### config.mk
export PLATFORM = sky130hd
export DESIGN_NAME = vga_sync_gen
export DESIGN_NICKNAME = d
export VERILOG_FILES = /design/src/rtl/vga_sync_gen_pkg.sv /design/src/rtl/vga_sync_gen_wrap_counter.sv /design/src/rtl/vga_sync_gen.sv
export SDC_FILE = /design/constraint.sdc
export NUM_CORES = 1
export LEC_CHECK = 0
export CAP_MARGIN = 40
export CELL_PAD_IN_SITES_DETAIL_PLACEMENT = 0
export CELL_PAD_IN_SITES_GLOBAL_PLACEMENT = 1
export CORE_AREA = 2 2 58 66
export CTS_BUF_LIST = sky130_fd_sc_hd__clkbuf_2
export CTS_CLUSTER_SIZE = 8
export DETAILED_ROUTE_END_ITERATION = 7
export DIE_AREA = 0 0 60 68
export PLACE_DENSITY_LB_ADDON = 0.2
export SLEW_MARGIN = 20
export SYNTH_ARGS = -nofsm -noshare
export SYNTH_HDL_FRONTEND = slang
export SYNTH_SLANG_ARGS = --single-unit
### constraint.sdc
create_clock -name clk -period 6.35 [get_ports clk]
set_input_delay 1.27 -clock clk [delete_from_list [all_inputs] [get_ports clk]]
set_output_delay 1.27 -clock clk [all_outputs]
set_load 0.01 [all_outputs]
### src/rtl/vga_sync_gen_pkg.sv
// Shared counter width, default 640x480@60 timings and a window-decode helper
// for the VGA sync generator and its wrap counter.
package vga_sync_gen_pkg;

    localparam int COUNT_W   = 10;
    localparam int MAX_TOTAL = 1 << COUNT_W;

    localparam int DEF_H_ACTIVE = 640;
    localparam int DEF_H_FP     = 16;
    localparam int DEF_H_SYNC   = 96;
    localparam int DEF_H_BP     = 48;
    localparam int DEF_V_ACTIVE = 480;
    localparam int DEF_V_FP     = 10;
    localparam int DEF_V_SYNC   = 2;
    localparam int DEF_V_BP     = 33;

    typedef logic [COUNT_W-1:0] coord_t;

    // True when lo <= pos < hi.
    function automatic logic in_window(input coord_t pos, input int lo, input int hi);
        return (int'(pos) >= lo) && (int'(pos) < hi);
    endfunction

endpackage

### src/rtl/vga_sync_gen_wrap_counter.sv
// Modulo counter with an advance enable; wrap pulses on the step from MODULUS-1 back to 0.
// count_next exposes the value the counter takes on the coming edge.
module vga_sync_gen_wrap_counter
    import vga_sync_gen_pkg::*;
#(
    parameter int MODULUS = 800
) (
    input  logic               clk,
    input  logic               reset,
    input  logic               inc,
    output logic [COUNT_W-1:0] count,
    output logic [COUNT_W-1:0] count_next,
    output logic               wrap
);

    localparam coord_t LAST = coord_t'(MODULUS - 1);

    always_comb begin
        wrap       = inc && (count == LAST);
        count_next = count;
        if (wrap) begin
            count_next = '0;
        end else if (inc) begin
            count_next = count + 1'b1;
        end
    end

    // Reset parks the counter on its last value so the first advance lands on 0.
    always_ff @(posedge clk) begin
        if (reset) begin
            count <= LAST;
        end else begin
            count <= count_next;
        end
    end

endmodule

### src/rtl/vga_sync_gen.sv
// Free-running VGA timing generator: column/row counters plus registered
// sync, active and frame-start flags, all describing the same pixel.
module vga_sync_gen
    import vga_sync_gen_pkg::*;
#(
    parameter int   H_ACTIVE    = DEF_H_ACTIVE,
    parameter int   H_FP        = DEF_H_FP,
    parameter int   H_SYNC      = DEF_H_SYNC,
    parameter int   H_BP        = DEF_H_BP,
    parameter int   V_ACTIVE    = DEF_V_ACTIVE,
    parameter int   V_FP        = DEF_V_FP,
    parameter int   V_SYNC      = DEF_V_SYNC,
    parameter int   V_BP        = DEF_V_BP,
    parameter logic SYNC_ACTIVE = 1'b0
) (
    input  logic               clk,
    input  logic               reset,
    output logic               hsync,
    output logic               vsync,
    output logic               active,
    output logic [COUNT_W-1:0] col,
    output logic [COUNT_W-1:0] row,
    output logic               frame_start
);

    localparam int H_TOTAL      = H_ACTIVE + H_FP + H_SYNC + H_BP;
    localparam int V_TOTAL      = V_ACTIVE + V_FP + V_SYNC + V_BP;
    localparam int H_SYNC_START = H_ACTIVE + H_FP;
    localparam int H_SYNC_END   = H_SYNC_START + H_SYNC;
    localparam int V_SYNC_START = V_ACTIVE + V_FP;
    localparam int V_SYNC_END   = V_SYNC_START + V_SYNC;

    generate
        if (H_TOTAL > MAX_TOTAL || V_TOTAL > MAX_TOTAL) begin : g_total_check
            $error("vga_sync_gen: H_TOTAL/V_TOTAL exceed the 10-bit counter range");
        end
    endgenerate

    logic [COUNT_W-1:0] col_next;
    logic [COUNT_W-1:0] row_next;
    logic               col_wrap;
    logic               row_wrap;

    vga_sync_gen_wrap_counter #(
        .MODULUS(H_TOTAL)
    ) u_col (
        .clk       (clk),
        .reset     (reset),
        .inc       (1'b1),
        .count     (col),
        .count_next(col_next),
        .wrap      (col_wrap)
    );

    vga_sync_gen_wrap_counter #(
        .MODULUS(V_TOTAL)
    ) u_row (
        .clk       (clk),
        .reset     (reset),
        .inc       (col_wrap),
        .count     (row),
        .count_next(row_next),
        .wrap      (row_wrap)
    );

    // Flags decode the counters' next values so they line up with col/row after the edge.
    // The row only wraps together with the column, so row_wrap marks the step into (0,0).
    always_ff @(posedge clk) begin
        if (reset) begin
            hsync       <= ~SYNC_ACTIVE;
            vsync       <= ~SYNC_ACTIVE;
            active      <= 1'b0;
            frame_start <= 1'b0;
        end else begin
            hsync       <= in_window(col_next, H_SYNC_START, H_SYNC_END) ? SYNC_ACTIVE : ~SYNC_ACTIVE;
            vsync       <= in_window(row_next, V_SYNC_START, V_SYNC_END) ? SYNC_ACTIVE : ~SYNC_ACTIVE;
            active      <= in_window(col_next, 0, H_ACTIVE) && in_window(row_next, 0, V_ACTIVE);
            frame_start <= row_wrap;
        end
    end

endmodule

==> summary.md, run 1 <==
## Clock network
• count of buffers added by post-CTS timing repair for setup: 0
• number of instances resized during post-cts repair: 0
• clock sink total: 24
• clk slew on worst S/H paths: 0.24 ns
• clock insertion delay at the later pin of the skew report: 0.34 ns
• maximum buffer depth of the clock tree: 2
• Root Driver: clkbuf_2
• Hold-fix buffers, CTS: 0
• CTS buffer count: 3
• CTS tree: done
• number of H-tree levels: 1

## Die
• Chip Width: 60 um
• floorplan row count: 23
• overall die area: 0.00408 sq mm
• I/O pin cnt: 26
• vertical extent of the die: 68 um
• Floorplan Core Area: 0.00348 sq mm
• effective utilization at floorplan: 38.2%

## Detailed routing
• routed vias: 1184
• Starting DRT DRC Count: 57
• first-pass iteration count of the detailed router: 4
• DRT Wirelength: 3150 um
• routed wire length per instance: 14.0 um
• DRC violation count after routing: 0
• routed vias/inst: 5.26
• remaining antenna violation count: 0

## Power and ir drop
• leakage power of the design: 0.579 nW
• Max rail drop VDD: 0.187 mV
• power per unit of standard cell area: 384 mW/mm^2

## Synth
• xor and xnor fraction of the mapped netlist area: 8.57%
• Synth Area in Simple Gates: 32.1%
• Post-Syn Area: 0.00133 sq mm
• Syn Nets: 159
• number of warnings issued by yosys: 0
• synthesized area per cell: 8.68 sq um
• combinational family with the most area after synthesis: simple AND/OR/NAND/NOR gates
• fraction of post-synthesis cell area in the top cell type by area: 36.2%
• compound-gate portion of the synthesized area: 13.9%
• share of synthesized cell area in full adder, half adder and majority cells: 3.77%
• sequential element share of the synthesized area: 36.2%
• ranking of synthesized cells by area: dfxtp_1, xnor2_1, nand2_1
• multiplexer share of the synthesized area: 0.753%
• post-synth cell types: 47
• number of cells produced by synthesis: 153
• #FFs+latches synth: 24
• cell type contributing the most total cell area after synthesis: dfxtp_1

## Cells and area
• commonest non-fill, non-tap cell in the layout: clkdlybuf4s50_1
• commonest cells after routing, fill and taps aside: clkdlybuf4s50_1, dfxtp_1, nand2_1
• synth-to-layout area growth: 21.7%
• net count of the finished layout: 182
• Final Core Density: 46.4%
• number of cells in the finished layout apart from fillers: 225
• number of fill cells: 359
• Post-Layout Inst Area: 0.00162 sq mm
• fraction of layout instances using a drive strength above 1: 8.57%
• Ant. Diodes: 0

## Critical path
• path type of the worst setup path: reg -> out
• slowest cell on the critical path: clkdlybuf4s50_1
• Req. time, crit path: 5.08 ns
• CP top delay family: buffers and inverters
• CP peak stage delay: 0.61 ns
• arrival time at the worst endpoint: 1.53 ns
• Critical Path Start Type: flop
• nature of the critical path endpoint: output pin
• critical-path maximum fanout: 9
• number of cells traversed by the worst register-to-register path: 6
• number of stages on the worst setup path: 1
• number of buffer and inverter stages on the critical path: 1
• critical-path cell list: clkdlybuf4s50_1

## Timing
• Slew headroom: 65.2%
• clock skew after layout: 0.0158 ns
• unrepaired setup endpoints after global routing: false
• number of failing setup endpoints in the final timing report: 0
• post-route minimum period: 2.80 ns
• crit share post-route: 44.1%
• final sum of negative setup slack: 0 ns
• final count of hold timing violations: 0
• slew at the pin closest to its max-slew limit: 0.522 ns
• maximum clock rate: 357 MHz
• fin. max-slew vios: 0

## Status
• run status: finished clean

## GRT
• number of antenna violations at the first check in global routing: 0
• vias in the first global route: 1159
• first-pass GRT wire length: 5230 um
• GRT Util Overall: 17.1%
• pin count of the biggest net entering global routing: 16
• total congestion overflow after global routing: 0

## Placed design
• HPWL after detailed placement: 2360 um
• number of instances in the placed design: 221
• placed standard-cell area: 0.00160 sq mm
• number of port buffers: 25
• routability congestion estimate from global placement: 0.806

## Min path
• path class of the lowest-slack min-delay path: reg -> reg
• hold path depth: 2

## Flow run
• Max Cap Violations: 0

==> synth_stat cells, drive strengths merged <==
| cell | count |
|---|---|
| a2111o | 1 |
| a21o | 1 |
| a21oi | 4 |
| a31o | 1 |
| a31oi | 2 |
| and2 | 4 |
| and3 | 5 |
| and3b | 1 |
| and4 | 1 |
| buf | 5 |
| clkbuf | 2 |
| dfxtp | 24 |
| ha | 4 |
| inv | 5 |
| mux2i | 1 |
| nand2 | 17 |
| nand2b | 2 |
| nand3 | 6 |
| nand3b | 1 |
| nand4 | 5 |
| nand4b | 1 |
| nor2 | 11 |
| nor3 | 5 |
| nor3b | 2 |
| nor4 | 3 |
| nor4b | 2 |
| o211ai | 2 |
| o21a | 1 |
| o21ai | 9 |
| o311ai | 2 |
| o31a | 1 |
| o31ai | 2 |
| o32ai | 1 |
| or2 | 2 |
| or3 | 2 |
| or4 | 1 |
| or4b | 1 |
| xnor2 | 9 |
| xor2 | 4 |
==> where the power goes <==
| part | switching [mW] | internal [mW] | leakage [nW] | total [mW] |
|---|---|---|---|---|
| logic | 0.164 | 0.153 | 0.368 | 0.316 |
| registers | 0.0574 | 0.187 | 0.196 | 0.244 |
| clock network | 0.0468 | 0.0137 | 0.0140 | 0.0605 |
| total | 0.268 | 0.353 | 0.579 | 0.621 |
==> through the flow <==
stage / setup WS (ns) / power, mW / hold WS [ns]
finish: 3.55 / 0.621 / 0.578
global route: 3.44 / 0.679 / 0.602
CTS: 3.56 / 0.627 / 0.581
detailed placement: 3.54 / 0.566 / 0.545
global placement: 3.60 / 0.562 / 0.535
floorplan: 4.12 / 0.459 / 0.539
==> state kept, by name (all words and copies together) (netlist names) <==
| name | count |
|---|---|
| u_col.count | 10 |
| u_row.count | 10 |
| active | 1 |
| frame_start | 1 |
| hsync | 1 |
| vsync | 1 |
==> layout make-up <==
type / count / area, sq um / share of cell area (%)
inverters: 5 / 18.8 / 1.16
well taps: 50 / 62.6 / 3.87
flip-flops and latches: 24 / 480 / 29.7
repair buffers: 25 / 250 / 15.5
multi-input cells: 117 / 786 / 48.6
clock inverters: 1 / 3.75 / 0.232
clock buffers: 3 / 15.0 / 0.929
==> final timing paths <==
path / startpoint / to / slack, ns
max: u_col.count[5] / col[5] / 3.55
min: u_row.count[1] / u_row.count[1] / 0.58
max reg2reg: u_col.count[0] / u_row.count[0] / 4.04
min reg2reg: u_row.count[1] / u_row.count[1] / 0.58
==> routing by layer <==
metal	vias to the layer above	global-route usage, %	part of all wire (%)
met5	-	0	0
met4	0	7.50	2.1
met3	7	2.65	2.9
met2	26	29.9	50
met1	558	20.3	45
li1	593	-	-
==> logic make-up (layout without fill, tap and decap cells) <==
family                   Yosys count  in the layout
AO/OA/AOI/OAI                     27             27
multiplexers                       1              1
XOR/XNOR                          13             13
buffers and inverters             12             34
AND/OR/NAND/NOR                   72             72
flip-flops                        24             24
adder cells (fa/ha/maj)            4              4
Note: power is estimated with default switching activity, not from simulation.
==> inputs of run 2 (changes only) <==
--- a/config.mk
+++ b/config.mk
@@ -8,11 +8,11 @@
 export CAP_MARGIN = 40
 export CELL_PAD_IN_SITES_DETAIL_PLACEMENT = 0
 export CELL_PAD_IN_SITES_GLOBAL_PLACEMENT = 1
-export CORE_AREA = 2 2 58 66
+export CORE_AREA = 2 2 61 69
 export CTS_BUF_LIST = sky130_fd_sc_hd__clkbuf_2
 export CTS_CLUSTER_SIZE = 8
 export DETAILED_ROUTE_END_ITERATION = 7
-export DIE_AREA = 0 0 60 68
+export DIE_AREA = 0 0 63 71
 export PLACE_DENSITY_LB_ADDON = 0.2
 export SLEW_MARGIN = 20
 export SYNTH_ARGS = -nofsm -noshare
==> constraint.sdc (replaced) <==
create_clock -name clk -period 2.5 [get_ports clk]
set_input_delay 0.5 -clock clk [delete_from_list [all_inputs] [get_ports clk]]
set_output_delay 0.5 -clock clk [all_outputs]
set_load 0.01 [all_outputs]
==> run 2 against run 1 <==
Register-to-register slack worse by 3.8 ns. Sequential power rose to 2.5 times the previous value. Clock skew down 0.0021 ns. Worst setup slack worse by 3.3 ns. Non-clock buffer count up 2. Routed wire length down 2.3%. Largest power group unchanged. Die area up 9.6%. Count of clock-buffer cells in the layout unchanged. Largest cell class unchanged. Sequential share of layout area down 0.34 points.
==> summary.md, run 2 (synthesis gave the netlist of run 1 again) <==
## Timing
• slew at the pin closest to its max-slew limit: 0.417 ns, -0.105 ns
• maximum clock rate: 450 MHz
• crit share post-route: 88.8%
• final count of hold timing violations: 0, unchanged
• unrepaired setup endpoints after global routing: false
• post-route minimum period: 2.22 ns
• number of failing setup endpoints in the final timing report: 0, unchanged
• final sum of negative setup slack: 0 ns, unchanged
• Slew headroom: 71.9%, +6.7 points
• clock skew after layout: 0.0137 ns, -0.00209 ns
• fin. max-slew vios: 0, unchanged
• Worst Hold Margin: 0.587 ns, +0.00931 ns

## Die
• Floorplan Core Area: 0.00381 sq mm, +9.5%
• floorplan row count: 24, +4.3%
• vertical extent of the die: 71 um, +4.4%
• I/O pin cnt: 26, unchanged
• overall die area: 0.00447 sq mm, +9.6%
• effective utilization at floorplan: 34.8%, -3.3 points
• Chip Width: 63 um, +5.0%

## Critical path
• path type of the worst setup path: reg -> reg
• critical-path maximum fanout: 15, +6
• critical-path cell list: ha_1, and4_1, and3_2, or4_1, a2111o_1
• Critical R2R Capture: hsync
• number of buffer and inverter stages on the critical path: 0, -1
• Req. time, crit path: 2.75 ns, -2.33 ns
• slowest cell on the critical path: or4_1
• CP top delay family: simple AND/OR/NAND/NOR gates
• CP peak stage delay: 0.53 ns, -0.08 ns
• number of cells traversed by the worst register-to-register path: 5, -1
• Critical Path Start Type: flop
• worst setup slack for register-to-register paths: 0.28 ns, -3.76 ns
• nature of the critical path endpoint: flop
• arrival time at the worst endpoint: 2.47 ns, +0.94 ns
• critical register-to-register path startpoint: u_col.count[0]

## Min path
• endpoint with the worst hold slack: u_row.count[1]
• hold path depth: 2, unchanged
• Hold Path Origin: u_row.count[1]
• path class of the lowest-slack min-delay path: reg -> reg

## Power and ir drop
• Max rail drop VDD: 0.380 mV, +100%
• power per unit of standard cell area: 969 mW/mm^2, +150%
• leakage power of the design: 0.587 nW, +1.5%

## Detailed routing
• routed vias/inst: 5.10, -3.1%
• routed wire length per instance: 13.4 um, -4.0%
• Starting DRT DRC Count: 40, -30%
• DRC violation count after routing: 0, unchanged
• remaining antenna violation count: 0, unchanged
• DRT Wirelength: 3080 um, -2.3%
• routed vias: 1168, -1.4%
• first-pass iteration count of the detailed router: 4, unchanged

## Clock network
• maximum buffer depth of the clock tree: 2, unchanged
• Root Driver: clkbuf_2
• clk slew on worst S/H paths: 0.23 ns, about the same
• clock sink total: 24, unchanged
• CTS tree: done
• clock insertion delay at the later pin of the skew report: 0.34 ns, about the same
• CTS buffer count: 3, unchanged
• Hold-fix buffers, CTS: 0, unchanged
• number of H-tree levels: 1, unchanged

## Cells and area
• commonest non-fill, non-tap cell in the layout: clkdlybuf4s50_1
• commonest cells after routing, fill and taps aside: clkdlybuf4s50_1, dfxtp_1, nand2_1
• synth-to-layout area growth: 23.1%
• fraction of layout instances using a drive strength above 1: 10.2%, +1.6 points
• largest registers: u_col.count x10, u_row.count x10
• net count of the finished layout: 184, +1.1%
• number of cells in the finished layout apart from fillers: 229, +1.8%
• Ant. Diodes: 0, unchanged

## Placed design
• routability congestion estimate from global placement: 0.826, +2.5%
• number of instances in the placed design: 225, +1.8%
• number of port buffers: 25, unchanged
• HPWL after detailed placement: 2350 um, -0.62%

## GRT
• pin count of the biggest net entering global routing: 16, unchanged
• GRT Util Overall: 15.0%, -2.1 points
• vias in the first global route: 1096, -5.4%
• first-pass GRT wire length: 5310 um, +1.6%
• total congestion overflow after global routing: 0, unchanged
• number of antenna violations at the first check in global routing: 0, unchanged

## Flow run
• Max Cap Violations: 0, unchanged

## Status
• run status: finished clean

run 2: changes by cell type in the layout (fill, tap and decap cells not counted), sizes merged:
cell	change
buf	+2
run 2: worst max-delay path by stage:
stage / cells past startpoint / startpoint / slack, ns / endpoint
finish: 5 / u_col.count[0] / 0.28 / hsync
CTS: 6 / u_col.count[0] / 0.16 / vsync
floorplan: 7 / u_col.count[0] / 0.36 / hsync
global placement: 6 / u_col.count[0] / 0.30 / vsync
detailed placement: 6 / u_col.count[0] / 0.20 / vsync
global route: 6 / u_col.count[0] / 0.16 / active
run 2: per-stage QoR:
stage	setup slack (ns)	cell area [sq um]	power (mW)	util [%]
6_report	0.279	1640	1.58	42.9
5_1_grt	0.156	1640	1.73	42.9
4_1_cts	0.157	1630	1.60	42.8
3_5_place_dp	0.204	1620	1.44	42.4
3_3_place_gp	0.295	1620	1.44	42.4
2_1_floorplan	0.362	1330	1.17	-
run 2: what timing repair did:
action | 4_1_cts | 5_1_grt
buffers inserted | 0 | 0
gates resized for setup | 0 | 1
endpoints found under the setup margin | 0 | 3
run 2: report_power, final:
| part | internal (mW) | switching [mW] |
|---|---|---|
| sequential | 0.474 | 0.146 |
| combinational | 0.401 | 0.412 |
| clock | 0.0348 | 0.116 |
| total | 0.911 | 0.674 |
run 2: cell type report:
cell class                      instances  area [sq um]
Fill cell                             393          2180
Multi-Input combinational cell        117           787
Sequential cell                        24           480
Timing Repair Buffer                   27           265
Tap cell                               52          65.1
Inverter                                5          18.8
Clock buffer                            3          15.0
Clock inverter                          1          3.75
run 2: worst min-delay path, stage by stage, from the launching register on:
cell	delay (ns)
dfxtp_1	0.41
nand2_1	0.10
a21oi_1	0.07
run 2: routing by layer:
layer | wire [um] | GRT usage, %
met1 | 1390 | 18.5
met2 | 1550 | 25.8
met3 | 74 | 2.07
met4 | 65 | 6.91
met5 | 0 | 0
